$ cat src/rtl/button_sequence_player_pkg.sv
// Shared definitions for the button sequence player and anything that talks to it.
// Holds the active-low button symbol codes, the player state encoding and the
// pattern lookup so the recognizer bench drives exactly the same codes.
package button_sequence_player_pkg;

  // Active-low DE0 button levels: [2]=A, [1]=B, [0]=C.
  localparam logic [2:0] SYM_A    = 3'b011;
  localparam logic [2:0] SYM_B    = 3'b101;
  localparam logic [2:0] SYM_C    = 3'b110;
  localparam logic [2:0] SYM_NONE = 3'b111;

  typedef enum logic [1:0] {
    StIdle,
    StPress,
    StRelease,
    StDone
  } state_e;

  // sel=0 -> A,B,B,A,C (accepted by the recognizer); sel=1 -> A,B,B,A,B (rejected).
  function automatic logic [2:0] pattern_sym(input logic sel, input logic [2:0] idx);
    case (idx)
      3'd0, 3'd3: return SYM_A;
      3'd1, 3'd2: return SYM_B;
      3'd4:       return sel ? SYM_B : SYM_C;
      default:    return SYM_NONE;
    endcase
  endfunction

endpackage

$ cat src/rtl/button_sequence_player.sv
// Replays a 5-symbol button sequence as active-low button levels, one run per
// rising edge of start.
//   Clock  : system clock, rising edge
//   Resetn : asynchronous active-low reset
//   start  : level request; a rising edge seen while idle starts one run
//   sel    : pattern select (0 = ABBAC, 1 = ABBAB), latched when a run starts
//   Button : registered active-low buttons [2]=A, [1]=B, [0]=C
//   busy   : high while a sequence is playing
//   done   : one-cycle pulse after the last gap
//   step   : index of the current symbol, 0 when idle
module button_sequence_player
  import button_sequence_player_pkg::*;
#(
  parameter int unsigned HOLD = 4,
  parameter int unsigned GAP  = 4,
  parameter int unsigned LEN  = 5
) (
  input  logic       Clock,
  input  logic       Resetn,
  input  logic       start,
  input  logic       sel,
  output logic [2:0] Button,
  output logic       busy,
  output logic       done,
  output logic [2:0] step
);

  localparam int unsigned MaxCnt = (HOLD > GAP) ? HOLD : GAP;
  // A count of 1 still needs one bit; the counter only ever loads 0 then.
  localparam int unsigned CntW   = (MaxCnt > 1) ? $clog2(MaxCnt) : 1;

  localparam logic [CntW-1:0] HoldInit = CntW'(HOLD - 1);
  localparam logic [CntW-1:0] GapInit  = CntW'(GAP - 1);
  localparam logic [2:0]      LastIdx  = 3'(LEN - 1);

  state_e          state_q;
  logic [CntW-1:0] cnt_q;
  logic            start_q;
  logic            sel_q;

  always_ff @(posedge Clock or negedge Resetn) begin
    if (!Resetn) begin
      state_q <= StIdle;
      cnt_q   <= '0;
      start_q <= 1'b0;
      sel_q   <= 1'b0;
      Button  <= SYM_NONE;
      busy    <= 1'b0;
      done    <= 1'b0;
      step    <= 3'd0;
    end else begin
      start_q <= start;
      done    <= 1'b0;
      case (state_q)
        StIdle: begin
          // Edges outside idle are dropped, so a held start yields one run.
          if (start && !start_q) begin
            state_q <= StPress;
            cnt_q   <= HoldInit;
            sel_q   <= sel;
            step    <= 3'd0;
            Button  <= pattern_sym(sel, 3'd0);
            busy    <= 1'b1;
          end
        end
        StPress: begin
          if (cnt_q != '0) begin
            cnt_q <= cnt_q - CntW'(1);
          end else begin
            state_q <= StRelease;
            cnt_q   <= GapInit;
            Button  <= SYM_NONE;
          end
        end
        StRelease: begin
          if (cnt_q != '0) begin
            cnt_q <= cnt_q - CntW'(1);
          end else if (step != LastIdx) begin
            state_q <= StPress;
            cnt_q   <= HoldInit;
            step    <= step + 3'd1;
            Button  <= pattern_sym(sel_q, step + 3'd1);
          end else begin
            state_q <= StDone;
            busy    <= 1'b0;
            done    <= 1'b1;
          end
        end
        StDone: begin
          state_q <= StIdle;
          step    <= 3'd0;
        end
        default: state_q <= StIdle;
      endcase
    end
  end

endmodule

$ cat config.mk
export PLATFORM = sky130hd
export DESIGN_NAME = button_sequence_player
export DESIGN_NICKNAME = d
export VERILOG_FILES = /design/src/rtl/button_sequence_player_pkg.sv /design/src/rtl/button_sequence_player.sv
export SDC_FILE = /design/constraint.sdc
export NUM_CORES = 1
export LEC_CHECK = 0
export BUFFER_PORTS_ARGS = -buffer_cell sky130_fd_sc_hd__buf_2
export CORE_AREA = 3 3 46 65
export CTS_BUF_LIST = sky130_fd_sc_hd__clkbuf_2 sky130_fd_sc_hd__clkbuf_4 sky130_fd_sc_hd__clkbuf_8
export DETAILED_ROUTE_END_ITERATION = 7
export DIE_AREA = 0 0 49 68
export GPL_ROUTABILITY_DRIVEN = 0
export PLACE_DENSITY = 0.7
export SLEW_MARGIN = 25
export SYNTH_ARGS = -nofsm -noshare
export SYNTH_HDL_FRONTEND = slang
export SYNTH_SLANG_ARGS = --single-unit
$ cat constraint.sdc
create_clock -name Clock -period 1.5 [get_ports Clock]
set_input_delay 0.225 -clock Clock [delete_from_list [all_inputs] [get_ports Clock]]
set_output_delay 0.225 -clock Clock [all_outputs]
set_load 0.02 [all_outputs]
# Yosys cells after proc, flatten, opt, wreduce, memory -nomap -nowiden
# Cells that the tools add are included.
dict set report op_classes {
  n_addsub 2
  reduce_logical 16
  eq_ne 14
  muxes 28
}
# cell count
set op_table {}
lappend op_table {{3-bit case mux with 3 select lines} 3}
lappend op_table {{3-bit 2-to-1 mux} 7}
lappend op_table {{2-bit 2-to-1 mux} 9}
lappend op_table {{2-bit inequality test (second input constant)} 5}
lappend op_table {{2-bit case mux with 4 select lines} 1}
lappend op_table {{4-bit AND reduction} 2}
lappend op_table {{3-bit by 2-bit == test with 1-bit output (second input constant)} 2}
lappend op_table {{1-bit 2-to-1 mux} 6}
lappend op_table {{3-bit inequality test (second input constant)} 2}
lappend op_table {{2-bit case mux with 3 select lines} 1}
lappend op_table {{3-bit AND reduction} 2}
lappend op_table {{3-bit nonzero test} 2}
lappend op_table {{5-bit AND reduction} 1}
lappend op_table {{2-bit == test (second input constant)} 2}
lappend op_table {{2-bit nonzero test} 2}
lappend op_table {{2-bit OR reduction} 2}
lappend op_table {{3-bit by 1-bit adder with 3-bit output (second input constant)} 1}
lappend op_table {{3-bit by 1-bit == test with 1-bit output (second input constant)} 1}
lappend op_table {{3-bit == test (second input constant)} 1}
lappend op_table {{3-bit zero test} 1}
lappend op_table {{2-bit by 1-bit == test with 1-bit output (second input constant)} 1}
lappend op_table {{2-bit zero test} 1}
lappend op_table {{1-bit case mux with 2 select lines} 1}
lappend op_table {{2-bit AND reduction} 1}
lappend op_table {{other kinds (3)} 3}
dict set report word_totals {
  register_bits 14
}

# Logic depth before layout (Yosys ltp)
# Gate-level depths: netlist of run 1.
dict set report logic_depth {
  ltp_word 7
  ltp_mapped 6
  ltp_nobuf 5
}

# Worst setup path after synthesis of run 1
# Ideal clock, no wire load.
dict set report synth_path {
  kind {flip-flop to flip-flop}
  start {register step[0]}
  end {register Button[2]}
  synth_period_minus_slack_ns 1.803
  required_time_ns 1.415
  stages_incl_launch_ff 6
  setup_ns 0.085
  path_buffers 0
  setup_slack_ns -0.303
  arrival_ns 1.718
  path_cell_list {dfrtp_1 inv_1 ha_1 and3_1 a2111oi_4 mux2_1}
}
dict set report synth_between {
  elab_chain_len 7
  elab_cells_between_ends 15
}
# element line_no
set synth_lines {}
lappend synth_lines {{start, declared} button_sequence_player.sv:25} ;# output logic [2:0] step
lappend synth_lines {{start signal, assigned} button_sequence_player.sv:81} ;# step <= step + 3'd1;
lappend synth_lines {{3-bit by 1-bit adder with 3-bit output} button_sequence_player.sv:82} ;# Button <= pattern_sym(sel_q, step + 3'd1);
lappend synth_lines {{3-bit by 1-bit == test with 1-bit output, or another cell as far along} button_sequence_player_pkg.sv:21} ;# case (idx)
lappend synth_lines {{2-bit OR reduction} button_sequence_player_pkg.sv:21}
lappend synth_lines {{3-bit case mux with 3 select lines} button_sequence_player_pkg.sv:21}
lappend synth_lines {{3-bit 2-to-1 mux} button_sequence_player.sv:78} ;# end else if (step != LastIdx) begin
lappend synth_lines {{3-bit 2-to-1 mux} button_sequence_player.sv:76} ;# if (cnt_q != '0) begin
lappend synth_lines {{3-bit case mux with 3 select lines} button_sequence_player.sv:54} ;# case (state_q)
lappend synth_lines {{end signal, assigned} button_sequence_player.sv:62} ;# Button <= pattern_sym(sel, 3'd0);
lappend synth_lines {{end signal, assigned} button_sequence_player.sv:82}
lappend synth_lines {{end, declared} button_sequence_player.sv:22} ;# output logic [2:0] Button,
# Parallel ways exist; a longest one is shown, timed or not. The select of a mux whose other input is x is not followed.
# A chain may end at the register's enable or synchronous reset.

# Worst setup path in the final report of run 1
dict set report layout_path {
  start {register state_q[0]}
  end {register Button[1]}
}
dict set report layout_between {
  elab_chain_len 3
  elab_cells_between_ends 10
}
# element line_no
set layout_lines {}
lappend layout_lines {{start, declared} button_sequence_player.sv:36} ;# state_e state_q;
lappend layout_lines {{start signal, assigned} button_sequence_player.sv:43} ;# state_q <= StIdle;
lappend layout_lines {{start signal, assigned} button_sequence_player.sv:58} ;# state_q <= StPress;
lappend layout_lines {{start signal, assigned} button_sequence_player.sv:70} ;# state_q <= StRelease;
lappend layout_lines {{2-bit == test, or another cell as far along} button_sequence_player.sv:54}
lappend layout_lines {{2-bit inequality test (no line) / 3-bit nonzero test (equally long branches)} -}
lappend layout_lines {{5-bit AND reduction (no line)} -}
# Parallel ways exist; a longest one is shown, timed or not.

==> impl_metrics.yaml, run 1 <==
outcome:
  status: "finished, violations left"
  violations: "setup timing"
power_and_ir_drop:
  ir_drop_v: 0.000473
  p_per_area_nw_per_um2: 723
  p_leak_nw: 0.666
  power_w: 0.00108
yosys:
  yosysTopAreaCellShare_pct: 28.4
  synth_most_common_cell: "ha_1"
  synth.area.top_cells: "dfrtp_1, ha_1, dfstp_2"
  synth_top_family_by_area: "compound AO/OA/AOI/OAI gates"
  yosys.area.top_type: "dfrtp_1"
  synthArstFlopShare_pct: 100
  yosys-top-cells-count: "ha_1, dfrtp_1, inv_1"
  yosys_most_used_dff: "dfrtp_1"
  syn_inst: 85
  synthDistinctLibCells: 33
  seq_area_frac_synth_pct: 36.5
  muxShareOfSynthArea_pct: 8.63
  ys_warn_count: 0
  synth_seq_cells: 14
  synth_fp_nets: 101
  synth-compound-area-share_pct: 23.7
  synth_edf_count: 0
  synthSimpleGateAreaFrac_pct: 9.28
  synth_fa_ha_area_share_pct: 15.5
  netlist_area_um2: 971
  synthXorXnorAreaFrac_pct: 0
  synth.avg_cell_area_um2: 11.4
die:
  die_h_um: 68
  io_pins: 12
  start_util_pct: 39.7
  fp.dieW_um: 49
  die_area_um2: 3330
  fp.coreArea_um2: 2440
  rows: 21
clocking:
  cts_buffer_depth: 2
  cts_tree: "yes"
  clkLatencyLatePin_ns: 0.28
  cts_buffers: 3
  htree_levels: 1
  cts_root_buffer: "clkbuf_4"
  cts.sinks: 14
  cts.reportedPaths.clkPinSlew_ns: 0.10
timing:
  tightestPinTransition_ns: 0.358
  fin_crit_sh_pct: 113
  finalClockSkew_ns: 0.00660
  rsz0062_at_grt: "true"
  slew_headroom_pct: 76.2
  finalSetupViolations: 7
  fmax_mhz: 589
  layout_min_cycle_time_ns: 1.70
  setup_ws_ns: -0.199
  maxSlewViolCount: 0
  finalHoldViolations: 0
  fin_tns_setup_ns: -0.725
worst_setup_path:
  crit_path_start: "state_q[0]"
  ff2ff_setup_slack_ns: -0.20
  critPathArrivalTime_ns: 1.90
  r2r-end: "Button[1]"
  cp_max_fo: 4
  crit_type: "reg2reg"
  startpoint_type: "flip-flop"
  crit_path_end_kind: "flip-flop"
  r2r_cells: 5
  regToRegStartpoint: "state_q[0]"
  critical_path_required_ns: 1.70
global_route:
  grt_pass1_vias: 852
  grt.overflow.total: 0
  track_usage_pct: 14.9
  grt_start_max_net_pins: 15
  grt_pass1_wl_mm: 3.79
  antenna_found_initial: 0
hold_path:
  whs_path_depth: 1
  hp-class: "in2reg"
  worst_hold_path.endpoint: "start_q"
  hp-start: "start"
placement:
  dpl.hpwl_mm: 1.59
  placed_area_um2: 1260
  io_buffers: 11
final_layout:
  final_area_um2: 1500
  area_delta_synth_final_pct: 54.0
  fin_nets: 144
  num_antenna_cells: 0
  drive_gt1_share_pct: 66.1
drt:
  drcViolationCount: 0
  drt-initial-drc-count: 11
  routed_wl_mm: 2.34
  routedWlPerCell_um: 14.5
  dr.pass1.iters: 4
  route.vias.total: 788
  ant_nets: 0
  viasPerCell: 4.89
run:
  timing.max_cap.violations: 0
[power breakdown]
| group | switching [W] | internal [W] |
|---|---|---|
| logic | 0.000165 | 0.000210 |
| registers | 0.0000196 | 0.000405 |
| clock network | 0.000134 | 0.000148 |
[cells in the final DEF (no fill, tap or decap), types with 2 or more instances in the layout]
cell and n:
clkbuf_4 3, buf_6 2, buf_2 12, mux2_4 2
inv_1 5, a2111oi_4 2, o2bb2ai_1 2, ha_1 2
buf_4 26, inv_2 5, dfrtp_2 4, dfrtp_1 7
nor2_1 4, ha_2 2, ha_4 8, dfstp_2 3
o21ai_0 2, mux2i_1 5, nand2_1 6
[layer usage]
layer	wire, um	global-route usage, %	vias to the layer above
met5	0	0	-
met4	46	7.47	0
met3	41	1.31	4
met2	1270	30.1	11
met1	980	15.2	384
li1	-	-	389
[kinds of logic (layout without fill, tap and decap cells)]
kind of cell | Yosys count | count (layout)
flip-flops | 14 | 14
multiplexers | 8 | 8
AO/OA/AOI/OAI | 21 | 21
AND/OR/NAND/NOR | 16 | 16
adder cells (fa/ha/maj) | 12 | 12
buffers and inverters | 14 | 56
[worst max path at each step]
stage	end	slack, ns	cells after the start
after floorplan	Button[2]	-0.12	5
after detailed placement	Button[2]	-0.18	5
after CTS	Button[1]	-0.18	5
after global placement	Button[2]	-0.18	5
after global routing	Button[1]	-0.24	5
final	Button[1]	-0.20	5
[registers in the layout (all words and copies together), names as in the netlist]
register	cells
Button	3
step	3
cnt_q	2
state_q	2
busy	1
done	1
sel_q	1
start_q	1
[timing repair]
item                                   in CTS  in global routing
setup endpoints to repair                  10                 11
pin swaps                                   5                 12
hold buffers                                1                  0
endpoints found under the hold margin      11                  0
gates resized for setup                    13                 13
setup buffers                               4                  6
[critical path: stages (launching register included)]
cell       delay [ns]
dfrtp_2          0.46
inv_4            0.07
ha_4             0.27
or3b_4           0.39
a2111oi_4        0.27
a32oi_1          0.15
[area by class of cell]
class                   instances  area (um2)
multi-input cells              57         726
flip-flops and latches         14         359
inverters                      11        43.8
well taps                      34        42.5
fillers                       205         948
repair buffers                 41         288
clock buffers                   4        36.3
[stage by stage]
step                      utilization [%]  hold slack (ns)  worst slack (ns)  std cells
after floorplan                         -          -0.0706            -0.115         85
after global placement               51.4            0.144            -0.178        147
after detailed placement             51.4            0.144            -0.183        147
after CTS                            57.2           0.0911            -0.184        156
after global routing                 61.2           0.0877            -0.243        161
final                                61.2           0.0951            -0.199        161
(Power assumes the default switching activity.)
==> run 2: changes to the inputs <==
REMOVE_ABC_BUFFERS = 1   (was default)
==> impl_metrics.yaml, run 2 (synthesis gave the netlist of run 1 again) <==
worst_setup_path:
  regToRegStartpoint: "state_q[1]"
  r2r-end: "Button[1]"
  critPathArrivalTime_ns: 1.86
  r2r_cells: 5
  ff2ff_setup_slack_ns: -0.15
  critical_path_required_ns: 1.71
  startpoint_type: "flip-flop"
  crit_path_end_kind: "flip-flop"
  crit_type: "reg2reg"
  cp_max_fo: 3
hold_path:
  hp-start: "start"
  hp-class: "in2reg"
  worst_hold_path.endpoint: "start_q"
  whs_path_depth: 1
outcome:
  violations: "setup timing"
  status: "finished, violations left"
clocking:
  cts_buffers: 3
  cts_buffer_depth: 2
  cts_tree: "yes"
  cts_root_buffer: "clkbuf_4"
  clkLatencyLatePin_ns: 0.29
  cts.reportedPaths.clkPinSlew_ns: 0.10
  cts.sinks: 14
  htree_levels: 1
global_route:
  grt.overflow.total: 0
  antenna_found_initial: 0
  grt_start_max_net_pins: 15
  grt_pass1_wl_mm: 4.20
  track_usage_pct: 17.3
  grt_pass1_vias: 896
drt:
  viasPerCell: 5.01
  ant_nets: 0
  route.vias.total: 821
  dr.pass1.iters: 4
  drcViolationCount: 0
  routedWlPerCell_um: 15.1
  routed_wl_mm: 2.48
  drt-initial-drc-count: 24
power_and_ir_drop:
  p_leak_nw: 0.691
  clockPowerShare_pct: 27.0
  swShare_pct: 30.0
  power_frac_comb_pct: 34.0
  switchingPower_w: 0.000322
  p_per_area_nw_per_um2: 725
  seqPwrFrac_pct: 39.0
  p_int_w: 0.000752
  ir_drop_v: 0.000476
final_layout:
  top_regs: "Button: 3 flops, step: 3 flops"
  final_cell_mix: "buf_4, buf_2, dfrtp_1"
  area_delta_synth_final_pct: 52.6
  final_core_util_pct: 60.6
  filler_cell_count: 207
  drive_gt1_share_pct: 60.0
  num_antenna_cells: 0
  layout_commonest_cell: "buf_4"
  fin_nets: 147
timing:
  finalClockSkew_ns: 0.00430
  slew_headroom_pct: 77.7
  maxSlewViolCount: 0
  finalSetupViolations: 8
  finalHoldViolations: 0
  rsz0062_at_grt: "true"
  setup_ws_ns: -0.153
  layout_min_cycle_time_ns: 1.65
  fin_crit_sh_pct: 110
  tightestPinTransition_ns: 0.335
  hold_slack_ns: 0.0762
  fmax_mhz: 605
die:
  start_util_pct: 39.7
  die_h_um: 68
  fp.dieW_um: 49
  die_area_um2: 3330
  io_pins: 12
  fp.coreArea_um2: 2440
  rows: 21
placement:
  dpl.hpwl_mm: 1.69
  io_buffers: 11
run:
  timing.max_cap.violations: 0
run 2: per-stage QoR:
step                instance area (um2)  setup TNS [ns]  total power, W  setup slack (ns)  instances
floorplan                           950           -1.53        0.000604            -0.334         82
global placement                   1230           -1.40        0.000696            -0.197        151
detailed placement                 1230           -1.95        0.000705            -0.264        151
CTS                                1410          -0.958         0.00104            -0.177        161
global route                       1480           -1.29         0.00113            -0.206        164
finish                             1480          -0.819         0.00107            -0.153        164
run 2: routing by layer:
layer / GRT usage, % / vias up / part of all wire (%)
met5: 0 / - / 0
met4: 12.5 / 0 / 3.3
met3: 3.92 / 8 / 3.3
met2: 33.2 / 18 / 54
met1: 16.2 / 401 / 40
li1: - / 394 / -
run 2: worst max path at each step:
stage                    start         to  slack [ns]
CTS                 state_q[1]  Button[2]       -0.18
global route        state_q[1]  Button[1]       -0.21
finish              state_q[1]  Button[1]       -0.15
floorplan           state_q[0]  Button[2]       -0.33
global placement    state_q[0]  Button[2]       -0.20
detailed placement  state_q[0]   cnt_q[1]       -0.26
run 2: critical path, stage by stage, from the launching register on:
cell and delay, ns:
dfrtp_2 0.43, inv_2 0.09, ha_4 0.27, or3b_4 0.39, a2111oi_4 0.24, a32oi_1 0.15
run 2: repair_timing:
| action | CTS | global route |
|---|---|---|
| hold endpoints to repair | 11 | 0 |
| hold buffers | 1 | 0 |
| buffers inserted | 5 | 3 |
| gates resized for setup | 23 | 11 |
| pin swaps | 7 | 8 |
| endpoints found under the setup margin | 11 | 11 |
run 2: layout make-up:
| type | instances | area (um2) | share of cell area, % |
|---|---|---|---|
| repair buffers | 44 | 324 | 21.9 |
| flip-flops and latches | 14 | 355 | 24.0 |
| inverters | 11 | 41.3 | 2.79 |
| well taps | 34 | 42.5 | 2.87 |
| multi-input cells | 57 | 682 | 46.0 |
| clock buffers | 4 | 36.3 | 2.45 |
run 2: power by group through the flow:
stage / registers, W / logic, W / clock network (W)
after floorplan: 0.000431 / 0.000173 / 0
after global placement: 0.000422 / 0.000274 / 0
after detailed placement: 0.000423 / 0.000282 / 0
after CTS: 0.000418 / 0.000332 / 0.000292
after global routing: 0.000421 / 0.000394 / 0.000314
final: 0.000419 / 0.000365 / 0.000290
